===== config.mk =====
export PLATFORM = sky130hd
export DESIGN_NAME = udp_img_pkt_parser
export DESIGN_NICKNAME = d
export VERILOG_FILES = /design/src/rtl/udp_img_pkt_parser.sv
export SDC_FILE = /design/constraint.sdc
export NUM_CORES = 1
export LEC_CHECK = 0
export CAP_MARGIN = 30
export CORE_MARGIN = 4
export CORE_UTILIZATION = 54
export CTS_BUF_LIST = sky130_fd_sc_hd__clkbuf_2 sky130_fd_sc_hd__clkbuf_4 sky130_fd_sc_hd__clkbuf_8
export CTS_CLUSTER_SIZE = 10
export DETAILED_ROUTE_END_ITERATION = 6
export HOLD_SLACK_MARGIN = 0.06
export PLACE_DENSITY = 0.81
export RECOVER_POWER = 25
export SETUP_SLACK_MARGIN = 0.4
export SKIP_LAST_GASP = 1
export SLEW_MARGIN = 5
export SYNTH_ARGS = -nofsm -noshare
export SYNTH_HDL_FRONTEND = slang
export SYNTH_SLANG_ARGS = --single-unit

===== constraint.sdc =====
create_clock -name eth_rx_clk -period 3.1 [get_ports eth_rx_clk]
set_input_delay 0.62 -clock eth_rx_clk [delete_from_list [all_inputs] [get_ports eth_rx_clk]]
set_output_delay 0.62 -clock eth_rx_clk [all_outputs]
set_load 0.05 [all_outputs]

===== src/rtl/udp_img_pkt_parser.sv =====
// udp_img_pkt_parser: checks the header word of each UDP image packet,
// splits payload words into two RGB565 pixels and marks frame boundaries.
// Optional macro PKT_SEQ_CHECK_EN enables packet sequence-number checking.
module udp_img_pkt_parser #(
    parameter int          IMG_W = 640,
    parameter int          IMG_H = 480,
    parameter logic [15:0] MAGIC = 16'hA55A
) (
    input  logic        eth_rx_clk,
    input  logic        rst,
    input  logic        rec_en,
    input  logic [31:0] rec_data,
    input  logic        rec_pkt_done,
    output logic        wr_en,
    output logic [15:0] wr_data,
    output logic        wr_load,
    output logic        frame_done,
    output logic        sync_ok,
    output logic [15:0] pkt_err_cnt
);
    localparam int FRAME_PIX = IMG_W * IMG_H;
    localparam int PIX_W     = $clog2(FRAME_PIX + 1);

    typedef enum logic [1:0] {HDR, PAY, DROP} state_t;

    state_t             state_q, state_d;
    logic [PIX_W-1:0]   pix_cnt_q, pix_cnt_d;
    logic               pend_vld_q, pend_vld_d;
    logic [15:0]        pend_q, pend_d;
    logic               hold_vld_q, hold_vld_d;
    logic [31:0]        hold_q, hold_d;
    logic               wr_en_q, wr_en_d;
    logic [15:0]        wr_data_q, wr_data_d;
    logic               wr_load_q, wr_load_d;
    logic               frame_done_q, frame_done_d;
    logic               sync_ok_q, sync_ok_d;
    logic [15:0]        err_cnt_q, err_cnt_d;
`ifdef PKT_SEQ_CHECK_EN
    logic [14:0]        exp_seq_q, exp_seq_d;
`else
    logic               unused_seq;
    assign unused_seq = ^rec_data[14:0];
`endif

    logic               busy;
    logic               emit;
    logic [15:0]        emit_px;

    assign busy = pend_vld_q | hold_vld_q;

    // Header decode, pixel emission with one word of holding storage, frame counting
    always_comb begin
        state_d      = state_q;
        pix_cnt_d    = pix_cnt_q;
        pend_vld_d   = pend_vld_q;
        pend_d       = pend_q;
        hold_vld_d   = hold_vld_q;
        hold_d       = hold_q;
        wr_en_d      = 1'b0;
        wr_data_d    = wr_data_q;
        wr_load_d    = 1'b0;
        frame_done_d = 1'b0;
        sync_ok_d    = sync_ok_q;
        err_cnt_d    = err_cnt_q;
`ifdef PKT_SEQ_CHECK_EN
        exp_seq_d    = exp_seq_q;
`endif
        emit         = 1'b0;
        emit_px      = 16'h0000;

        // A header is only taken once earlier pixels have fully drained, so
        // wr_load can never collide with a pixel of the previous packet.
        if (state_q == HDR && rec_en && !busy) begin
            if (rec_data[31:16] != MAGIC) begin
                state_d = DROP;
                if (err_cnt_q != 16'hFFFF) err_cnt_d = err_cnt_q + 16'd1;
            end else if (rec_data[15]) begin
                wr_load_d = 1'b1;
                pix_cnt_d = '0;
                sync_ok_d = 1'b1;
                state_d   = PAY;
`ifdef PKT_SEQ_CHECK_EN
                exp_seq_d = 15'd1;
`endif
            end else if (!sync_ok_q) begin
                state_d = DROP;
`ifdef PKT_SEQ_CHECK_EN
            end else if (rec_data[14:0] == exp_seq_q) begin
                exp_seq_d = exp_seq_q + 15'd1;
                state_d   = PAY;
            end else begin
                state_d   = DROP;
                sync_ok_d = 1'b0;
                if (err_cnt_q != 16'hFFFF) err_cnt_d = err_cnt_q + 16'd1;
            end
`else
            end else begin
                state_d = PAY;
            end
`endif
        end

        // Pending low half first, then the queued word, then the fresh word.
        if (pend_vld_q) begin
            emit       = 1'b1;
            emit_px    = pend_q;
            pend_vld_d = 1'b0;
        end else if (hold_vld_q) begin
            emit       = 1'b1;
            emit_px    = hold_q[31:16];
            pend_d     = hold_q[15:0];
            pend_vld_d = 1'b1;
            hold_vld_d = 1'b0;
        end else if (state_q == PAY && rec_en) begin
            emit       = 1'b1;
            emit_px    = rec_data[31:16];
            pend_d     = rec_data[15:0];
            pend_vld_d = 1'b1;
        end

        if (state_q == PAY && rec_en && busy) begin
            hold_d     = rec_data;
            hold_vld_d = 1'b1;
        end

        if (emit) begin
            wr_en_d   = 1'b1;
            wr_data_d = emit_px;
            pix_cnt_d = pix_cnt_q + 1'b1;
            if (pix_cnt_q + 1'b1 == PIX_W'(FRAME_PIX)) begin
                // Last pixel of the frame: anything still queued is discarded.
                frame_done_d = 1'b1;
                sync_ok_d    = 1'b0;
                state_d      = DROP;
                pend_vld_d   = 1'b0;
                hold_vld_d   = 1'b0;
            end
        end

        // End of packet wins last; draining continues while in HDR.
        if (rec_pkt_done) state_d = HDR;
    end

    // Control state and registered outputs
    always_ff @(posedge eth_rx_clk) begin
        if (rst) begin
            state_q      <= HDR;
            pix_cnt_q    <= '0;
            pend_vld_q   <= 1'b0;
            hold_vld_q   <= 1'b0;
            wr_en_q      <= 1'b0;
            wr_data_q    <= 16'h0000;
            wr_load_q    <= 1'b0;
            frame_done_q <= 1'b0;
            sync_ok_q    <= 1'b0;
            err_cnt_q    <= 16'h0000;
`ifdef PKT_SEQ_CHECK_EN
            exp_seq_q    <= 15'd0;
`endif
        end else begin
            state_q      <= state_d;
            pix_cnt_q    <= pix_cnt_d;
            pend_vld_q   <= pend_vld_d;
            hold_vld_q   <= hold_vld_d;
            wr_en_q      <= wr_en_d;
            wr_data_q    <= wr_data_d;
            wr_load_q    <= wr_load_d;
            frame_done_q <= frame_done_d;
            sync_ok_q    <= sync_ok_d;
            err_cnt_q    <= err_cnt_d;
`ifdef PKT_SEQ_CHECK_EN
            exp_seq_q    <= exp_seq_d;
`endif
        end
    end

    // Pixel holding storage; qualified by the valid flags, so no reset needed
    always_ff @(posedge eth_rx_clk) begin
        pend_q <= pend_d;
        hold_q <= hold_d;
    end

    assign wr_en       = wr_en_q;
    assign wr_data     = wr_data_q;
    assign wr_load     = wr_load_q;
    assign frame_done  = frame_done_q;
    assign sync_ok     = sync_ok_q;
    assign pkt_err_cnt = err_cnt_q;

endmodule


==> flow_metrics.py <==
metrics = {
    "yosys": {
        "synth_cell_type_count": 59,
        "netlist_area_sq_um": 4960,
        "synth-main-ff-cell": "dfxtp_1",
        "ys_ff_latch": 107,
        "yosysTopAreaCell": "edfxtp_1",
        "synth_edf_count": 48,
        "yosys_warnings": 0,
        "async_reset_ff_frac": 0,
        "netlist.area_leader.share": 0.291,
        "synth_area_leaders": "edfxtp_1 29%, dfxtp_1 24%, mux2i_1 6.5%, nor2_1 4.2%, mux2_2 3.9%",
        "syn_nets": 506,
        "synth_seq_area_share": 0.529,
        "synth_area_per_cell_sq_um": 10.6,
        "synthCells": 468,
    },
    "run_status": {
        "run_status": "finished, final reports clean",
    },
    "sta": {
        "setup_violations": 0,
        "tightest_slew_ps": 858,
        "drv_slew": 0,
        "hold_viol_final": 0,
        "maxSlewHeadroom": 0.427,
        "fin_crit_sh": 0.861,
        "final.setup_skew_ps": 12.5,
        "rsz0062_at_grt": "false",
        "fin_tns_setup_ps": 0,
        "final.setup.worst_slack_ps": 432,
        "timing.fmax_mhz": 375,
        "fin_crit_ps": 2670,
    },
    "setup_path": {
        "crit_path_end": "pkt_err_cnt[14]$_SDFFE_PP0P_",
        "path_class": "input pin to flip-flop",
        "end_kind": "flip-flop",
        "ff2ff_setup_slack_ps": 550,
        "cp-startpoint": "rec_data[28]",
        "worstPathRequired_ps": 3340,
        "cp-start-kind": "input pin",
        "rr_worst_depth": 7,
        "critPathArrivalTime_ps": 2900,
        "r2r_end": "sync_ok$_SDFF_PP0_",
        "crit_fanout": 7,
        "r2r_start": "pix_cnt_q[0]$_SDFFE_PP0P_",
    },
    "global_routing": {
        "antenna_found_initial": 0,
        "grt_max_degree": 39,
        "grt_use_total": 0.205,
        "grt-ovfl-total": 0,
        "grt_pass1_vias": 3831,
        "grt_pass1_wl_um": 18500,
    },
    "power_and_ir_drop": {
        "ir_worst_vdd_uv": 272,
        "power.leakage_uw": 0.00192,
        "total_power_uw": 2560,
        "power_density_nw_per_um2": 425,
    },
    "detailed_routing": {
        "wl_met1_um": 4750,
        "drt-pass1-iter-count": 4,
        "postRouteWirelength_um": 11000,
        "ant_nets": 0,
        "drcViolationCount": 0,
        "maxUsedRoutingLayer": "met4",
        "drt-initial-drc-count": 144,
        "wl_per_cell_um": 17.0,
        "wl_met2_um": 5510,
        "vias": 3834,
        "dr_wl_met3_um": 576,
        "avgViaCountPerCell": 5.95,
    },
    "clocking": {
        "clk_pin_slew_ps": 110,
        "clock_path_buffers": 2,
        "cts_tree": "done",
        "root_buffer": "clkbuf_8",
        "clkLatencyLatePin_ps": 370,
        "cts.repair.resized": 0,
        "numCtsBuffers": 9,
        "cts_max_level": 3,
        "cts_setup_buffers": 0,
        "clock_sinks": 107,
        "hold_buffers": 0,
    },
    "layout": {
        "diodes": 0,
        "design_area_sq_um": 6020,
        "layout_commonest_cell": "dfxtp_1",
        "layout-drive-gt1-share": 0.114,
        "finalNonFillerCells": 644,
        "layout_common_cells": "59 x dfxtp_1, 55 x nor2_1, 48 x edfxtp_1, 38 x clkdlybuf4s50_1",
        "nets": 570,
        "syn2layout_area_growth_pct": 21.4,
    },
    "placed_design": {
        "gp_congestion": 0.907,
        "dp_hpwl_um": 7630,
        "place_ws_ps": 143,
        "io_buffers": 71,
        "dp.cells": 629,
        "detailed_place.area_sq_um": 5780,
    },
    "floorplan": {
        "core-area_sq_um": 8850,
        "ioPinCount": 72,
        "rows": 34,
        "die_w_um": 104,
        "dieArea_sq_um": 10800,
        "dieHeight_um": 104,
        "start_util": 0.561,
    },
    "hold_path": {
        "hp-class": "flip-flop to flip-flop",
    },
    "run": {
        "max_cap_viol_count": 0,
    },
}
-- worst min path at each step --
| stage | to | from | cells after the start |
|---|---|---|---|
| 4_1_cts | wr_data[10]$_SDFFE_PP0N_ | pend_q[10]$_DFFE_PP_ | 2 |
| 2_1_floorplan | wr_data[0]$_SDFFE_PP0N_ | pend_q[0]$_DFFE_PP_ | 2 |
| 3_3_place_gp | wr_data[3]$_SDFFE_PP0N_ | pend_q[3]$_DFFE_PP_ | 2 |
| 3_5_place_dp | wr_data[13]$_SDFFE_PP0N_ | pend_q[13]$_DFFE_PP_ | 2 |
| 5_1_grt | wr_data[11]$_SDFFE_PP0N_ | pend_q[11]$_DFFE_PP_ | 2 |
| 6_report | wr_data[10]$_SDFFE_PP0N_ | pend_q[10]$_DFFE_PP_ | 2 |
-- sequential cells by signal, summed over array words and instances (netlist names) --
register	cells
hold_q	32
pix_cnt_q	19
pend_q	16
pkt_err_cnt	16
wr_data	16
state_q	2
frame_done	1
hold_vld_q	1
pend_vld_q	1
sync_ok	1
wr_en	1
wr_load	1
-- per-layer routing --
layer,vias to the layer above,track usage
li1,1853,-
met1,1851,0.260
met2,116,0.357
met3,14,0.0454
met4,0,0.0513
met5,-,0
-- critical path, stage by stage --
cell and delay (ps):
dlygate4sd3_1 570, or4b_1 570, nor4_4 340, buf_4 190, nand4b_1 260, nor3_1 110
xnor2_1 190, nor2_1 50
-- stage by stage --
stage                     hold slack, ps   util
after floorplan                      456      -
after global placement               462  0.653
after detailed placement             474  0.653
after CTS                            510  0.680
after global routing                 545  0.680
final                                501  0.680
-- power breakdown --
part / internal [uW] / total, uW / switching (uW) / leakage, uW
clock: 472 / 973 / 501 / 0.000116
combinational: 53.1 / 105 / 51.7 / 0.000892
sequential: 1470 / 1480 / 4.18 / 0.000907
total: 2000 / 2560 / 557 / 0.00192
-- cell type report --
cell class / instances / area [sq um]
multi-input combinational: 325 / 2210
timing repair buffer: 83 / 793
inverter: 6 / 22.5
fill: 669 / 2830
sequential: 107 / 2620
tap: 108 / 135
clock buffer: 9 / 124
clock inverter: 6 / 108
-- kinds of logic (layout without fill, tap and decap cells) --
family,count (synthesis),count (layout),share of synthesized area
AOI/OAI and AO/OA,77,77,0.0999
and+or+nand+nor,179,179,0.201
adders and majority gates,2,2,0.00504
xor gates and xnor gates,18,18,0.0318
muxes,49,49,0.103
buffers and inverters,36,104,0.0300
DFF,107,107,0.529
-- synth_stat cells (all sizes together), types with 3 or more instances --
cell,count
nor4,9
mux2i,32
nor3,11
nand4,18
nand4b,3
nor3b,4
a311oi,3
clkbuf,18
nand2,30
edfxtp,48
nand3,16
a21oi,17
and2,5
dfxtp,59
a211oi,5
and4,5
nor2,56
a31oi,8
xor2,9
and3,5
or3,4
mux2,17
xnor2,9
nand3b,3
inv,6
buf,12
o21ai,28
(Power assumes the default switching activity.)
